### src/rtl/posit16_pkg.sv
// Shared constants and decoded-field type for 16-bit posit converters.
package posit16_pkg;

  localparam int P16_N       = 16;
  localparam int P160_FRAC_W = 12;
  localparam int P161_FRAC_W = 13;

  localparam logic [15:0] P16_ZERO = 16'h0000;
  localparam logic [15:0] P16_NAR  = 16'h8000;

  // Decoded posit: scale is the combined regime/exponent value (signed).
  typedef struct packed {
    logic                   sign;
    logic                   is_zero;
    logic                   is_nar;
    logic signed [4:0]      scale;
    logic [P160_FRAC_W-1:0] frac;
  } p16_dec_t;

endpackage

### src/rtl/p160_decode.sv
// Combinational posit<16,0> regime decoder: magnitude in, decoded fields out.
module p160_decode
  import posit16_pkg::*;
(
  input  logic        i_sign,
  input  logic [15:0] i_mag,
  output p16_dec_t    o_dec
);

  logic [14:0] w_body;
  logic        w_r;
  logic [3:0]  w_run;
  logic        w_stop;
  logic [4:0]  w_lead;

  // Count the regime run, then strip regime + terminator to left-align the fraction.
  always_comb begin
    w_body = i_mag[14:0];
    w_r    = w_body[14];
    w_run  = 4'd0;
    w_stop = 1'b0;
    for (int i = 14; i >= 0; i--) begin
      if (!w_stop) begin
        if (w_body[i] == w_r) w_run = w_run + 4'd1;
        else                  w_stop = 1'b1;
      end
    end
    // A run of 15 ones has no terminator; the shift by 16 leaves frac = 0.
    w_lead        = {1'b0, w_run} + 5'd1;
    o_dec.sign    = i_sign;
    o_dec.is_zero = (i_mag == P16_ZERO);
    // Two's complement of 0x8000 is itself, so NaR shows up as this magnitude.
    o_dec.is_nar  = (i_mag == P16_NAR);
    o_dec.scale   = w_r ? ({1'b0, w_run} - 5'd1) : (5'd0 - {1'b0, w_run});
    // At scale 0 and -1 a p160 carries 13 fraction bits; only the top 12 are kept.
    o_dec.frac    = 12'((w_body << w_lead) >> 3);
  end

endmodule

### src/rtl/p160_p161_pipe.sv
// Two-stage posit<16,0> -> posit<16,1> converter with valid/ready on both sides.
module p160_p161_pipe
  import posit16_pkg::*;
#(
  parameter int N = 16
) (
  input  logic         clk,
  input  logic         rst,
  input  logic         in_valid,
  output logic         in_ready,
  input  logic [N-1:0] in_p160,
  output logic         out_valid,
  input  logic         out_ready,
  output logic [N-1:0] out_p161,
  output logic         busy
);

  logic [15:0]       w_mag;
  p16_dec_t          w_dec;
  p16_dec_t          r_s1;
  logic              r_s1_valid;
  logic              r_s2_valid;
  logic [15:0]       r_out;
  logic              w_s2_load;

  logic signed [4:0] w_k1;
  logic [3:0]        w_nk;
  logic              w_e;
  logic [3:0]        w_rlen;
  logic [14:0]       w_reg;
  logic [14:0]       w_body;
  logic [15:0]       w_enc;

  assign w_mag = in_p160[15] ? (~in_p160 + 16'd1) : in_p160;

  p160_decode u_dec (
    .i_sign (in_p160[15]),
    .i_mag  (w_mag),
    .o_dec  (w_dec)
  );

  // Stage 2 can take new data when empty or draining; stage 1 follows.
  assign w_s2_load = !r_s2_valid || out_ready;
  assign in_ready  = !r_s1_valid || w_s2_load;

  assign out_valid = r_s2_valid;
  assign out_p161  = r_out;
  assign busy      = r_s1_valid || r_s2_valid;

  // Stage 1: capture decoded fields on the input handshake.
  always_ff @(posedge clk or posedge rst) begin
    if (rst) begin
      r_s1_valid <= 1'b0;
      r_s1       <= '0;
    end else if (in_ready) begin
      r_s1_valid <= in_valid;
      if (in_valid) r_s1 <= w_dec;
    end
  end

  // Encode: split scale into regime k1 and one exponent bit, then pack the body.
  always_comb begin
    w_k1   = $signed(r_s1.scale) >>> 1;
    w_e    = r_s1.scale[0];
    w_nk   = 4'(5'd0 - w_k1);
    w_rlen = 4'd0;
    w_reg  = 15'd0;
    if (!w_k1[4]) begin
      // (k1+1) ones then a zero, top-aligned
      w_rlen = w_k1[3:0] + 4'd2;
      w_reg  = ~(15'h7FFF >> ({1'b0, w_k1[3:0]} + 5'd1));
    end else begin
      // (-k1) zeros then a one
      w_rlen = w_nk + 4'd1;
      w_reg  = 15'h4000 >> w_nk;
    end
    // |k1| <= 7 leaves room for all 12 fraction bits; only zero padding is shifted out.
    w_body = w_reg | ({w_e, r_s1.frac, 2'b00} >> w_rlen);
    if (r_s1.is_zero)     w_enc = P16_ZERO;
    else if (r_s1.is_nar) w_enc = P16_NAR;
    else if (r_s1.sign)   w_enc = ~{1'b0, w_body} + 16'd1;
    else                  w_enc = {1'b0, w_body};
  end

  // Stage 2: output register, held while the sink stalls.
  always_ff @(posedge clk or posedge rst) begin
    if (rst) begin
      r_s2_valid <= 1'b0;
      r_out      <= P16_ZERO;
    end else if (w_s2_load) begin
      r_s2_valid <= r_s1_valid;
      if (r_s1_valid) r_out <= w_enc;
    end
  end

endmodule

### config.mk
export PLATFORM = sky130hd
export DESIGN_NAME = p160_p161_pipe
export DESIGN_NICKNAME = d
export VERILOG_FILES = /design/src/rtl/posit16_pkg.sv /design/src/rtl/p160_decode.sv /design/src/rtl/p160_p161_pipe.sv
export SDC_FILE = /design/constraint.sdc
export NUM_CORES = 1
export LEC_CHECK = 0
export ABC_AREA = 1
export CAP_MARGIN = 10
export CORE_MARGIN = 3
export CORE_UTILIZATION = 56
export CTS_CLUSTER_SIZE = 20
export DETAILED_ROUTE_END_ITERATION = 6
export PLACE_DENSITY = 0.8
export REMOVE_ABC_BUFFERS = 1
export SLEW_MARGIN = 20
export SYNTH_ARGS = -nofsm -noshare
export SYNTH_HDL_FRONTEND = slang
export SYNTH_HIERARCHICAL = 1
export SYNTH_SLANG_ARGS = --single-unit
export TNS_END_PERCENT = 5
### constraint.sdc
create_clock -name clk -period 7.2 [get_ports clk]
set_input_delay 1.44 -clock clk [delete_from_list [all_inputs] [get_ports clk]]
set_output_delay 1.44 -clock clk [all_outputs]
set_load 0.02 [all_outputs]
==> results.toml <==
[layout]
syn_to_final_growth_pct = 39.4
n_fill_cell = 505
drive_gt1_share_pct = 31.9
diodes = 0
nets = 1073
finalNonFillerCells = 1154

[floorplanning]
io_pins = 39
fp.dieW_um = 103
die_area_um2 = 10700
fp.dieH_um = 103
rows = 34
start_util_pct = 59.2
core_um2 = 8980

[route]
routed_wl_mm = 23.0
drc = 25
dr.pass1.iters = 7
drt-wirelength-per-cell_um = 20.0
vias = 7285
ant_nets = 0
via_per_inst = 6.31
first_iter_violations = 1053

[global_routing]
grt_use_total_pct = 33.0
overflow = 0
grt_pass1_wl_mm = 28.4
grt_start_max_net_pins = 40
antenna_found_initial = 0
grt_pass1_vias = 6204

[worst_setup_path]
end_kind = "flop"
critical_path_class = "in -> reg"
critPathLaunchType = "primary input"
r2r_cells = 21
setup.worst_path.start = "in_p160[1]"
path_max_fanout = 7
required_ps = 7360
cpMaxStageDelayCell = "ha_4"
max_stage_delay_ps = 330
r2r-start = "r_s1[13]$_DFFE_PP0P_"
arrival_ps = 9450

[clocking]
clk_latency_ps = 300
ctsHoldBuffers = 0
cts_made_buffers = 5
cts.sinks = 38
clk_pin_slew_ps = 90
clockRootBuffer = "clkbuf_8"
cts_tree = "done"
h-tree-depth = 2
clock_path_buffers = 2

[outcome]
violations = "design-rule violations, negative setup slack"
status = "finished with violations"

[synth]
synth.ff_latch_count = 38
yosysMostFrequentCell = "nand2_1"
ys_top_cells_by_count = "254 x nand2_1, 115 x nand3_1, 95 x inv_1, 76 x nor2_1, 38 x dfrtp_1"
syn_area_um2 = 5320
synth_cells = 882
synth_ff_type = "dfrtp_1"
postSynth.asyncResetShare_pct = 100
synth_top_area_cell = "nand2_1"
yosysWarningCount = 6
synth-seq-area-share_pct = 17.9
ys_top_cells_by_area = "nand2_1 18%, dfrtp_1 18%, nand3_1 11%"
yosysTopAreaCellShare_pct = 17.9
synth_edf_count = 0
synth_cell_types = 49
synth_area_per_cell_um2 = 6.03

[placed_design]
place_congestion = 0.946
post-dp-hpwl_mm = 12.0
place_inst = 1105
port-buffer-count = 38

[worst_hold_path]
holdPathStages = 2
hold_path_class = "reg -> reg"
hp-start = "out_p161[4]$_DFFE_PP0P_"

[timing]
worstMarginPinSlew_ps = 735
setup_violations = 16
hold_viol = 0
final.setup_skew_ps = 12.2
tns_ps = -30760
slew_headroom_pct = 51.0
rsz0062_at_grt = "yes"
finalCritPeriodShare_pct = 129
period_minus_slack_ps = 9280
report.final.slew_viol_count = 0
max_freq_mhz = 108
fin_ws_ps = -2080
timing.hold.ws_ps = 496

[pwr]
p_per_area_nw_per_um2 = 348
total_power_uw = 2580
leakage_uw = 0.00382
vdd_drop_max_v = 0.000166

[run]
drv_cap = 0
-- metal layers --
layer | global-route usage, % | vias up | part of all wire (%)
li1 | - | 3130 | -
met1 | 39.9 | 3284 | 34
met2 | 58.5 | 636 | 45
met3 | 3.82 | 235 | 10
met4 | 14.6 | 0 | 10
met5 | 0 | - | 0
-- sequential cells by signal, indices dropped and copies added (netlist names) --
name	flops
r_s1_valid	1
out_p161	16
out_valid	1
r_s1	20
-- cells by family (layout without fill, tap and decap cells) --
family / count (synthesis) / in the layout / share of synthesized area, %
buffers and inverters: 151 / 297 / 12.7
and+or+nand+nor: 545 / 545 / 48.4
xor gates and xnor gates: 19 / 19 / 3.48
AOI/OAI and AO/OA: 97 / 97 / 10.3
adders and majority gates: 25 / 25 / 5.88
DFF: 38 / 38 / 17.9
muxes: 7 / 7 / 1.36
-- final timing paths --
path	to	slack, ps
max	r_s1[11]$_DFFE_PP0P_	-2080
min	out_p161[4]$_DFFE_PP0P_	500
max reg2reg	out_p161[12]$_DFFE_PP0P_	3160
min reg2reg	out_p161[4]$_DFFE_PP0P_	500
max in group asynchronous	r_s1[10]$_DFFE_PP0P_	5240
min in group asynchronous	r_s1[17]$_DFFE_PP0P_	1600
-- layout by cell type (no fill, tap or decap), types with 18 or more instances in the layout --
| cell | count |
|---|---|
| dfrtp_1 | 38 |
| inv_1 | 84 |
| nand2_1 | 230 |
| a21oi_1 | 30 |
| inv_2 | 23 |
| nand2_2 | 39 |
| o21ai_0 | 23 |
| nor2_1 | 69 |
| nand3_2 | 19 |
| buf_4 | 117 |
| nand3_1 | 104 |
| clkdlybuf4s50_1 | 32 |
| o21ai_1 | 18 |
-- final cells by class --
class                           instances  area (um^2)  area share, %
Multi-Input combinational cell        693         4270           57.6
Clock inverter                          1         30.0          0.405
Timing Repair Buffer                  170         1450           19.5
Sequential cell                        38          951           12.8
Inverter                              120          477           6.43
Clock buffer                            6         82.6           1.11
Tap cell                              126          158           2.13
-- critical path: cells and delay by family --
family / cells / cell delay [ps]
AOI/OAI and AO/OA: 2 / 230
xor gates and xnor gates: 1 / 140
adders and majority gates: 7 / 1770
buffers and inverters: 14 / 1410
muxes: 1 / 240
and+or+nand+nor: 31 / 4210
-- through the flow --
| step | util [%] | setup WS [ps] | area [um^2] |
|---|---|---|---|
| after floorplan | - | -3190 | 5100 |
| after global placement | 70.4 | -2540 | 6320 |
| after detailed placement | 70.4 | -2820 | 6320 |
| after CTS | 77.3 | -1460 | 6940 |
| after global routing | 82.6 | -2220 | 7410 |
| final | 82.6 | -2080 | 7410 |
-- power breakdown --
part	switching [uW]	internal (uW)
combinational	1290	727
clock	82.2	111
sequential	68.3	299
-- timing repair --
| item | 4_1_cts | 5_1_grt |
|---|---|---|
| buffers inserted | 28 | 14 |
| hold endpoints to repair | 0 | 0 |
| pin swaps | 62 | 48 |
| setup endpoints to repair | 16 | 16 |
| cloned | 1 | 0 |
| resized for setup | 97 | 89 |
(Power assumes the default switching activity.)
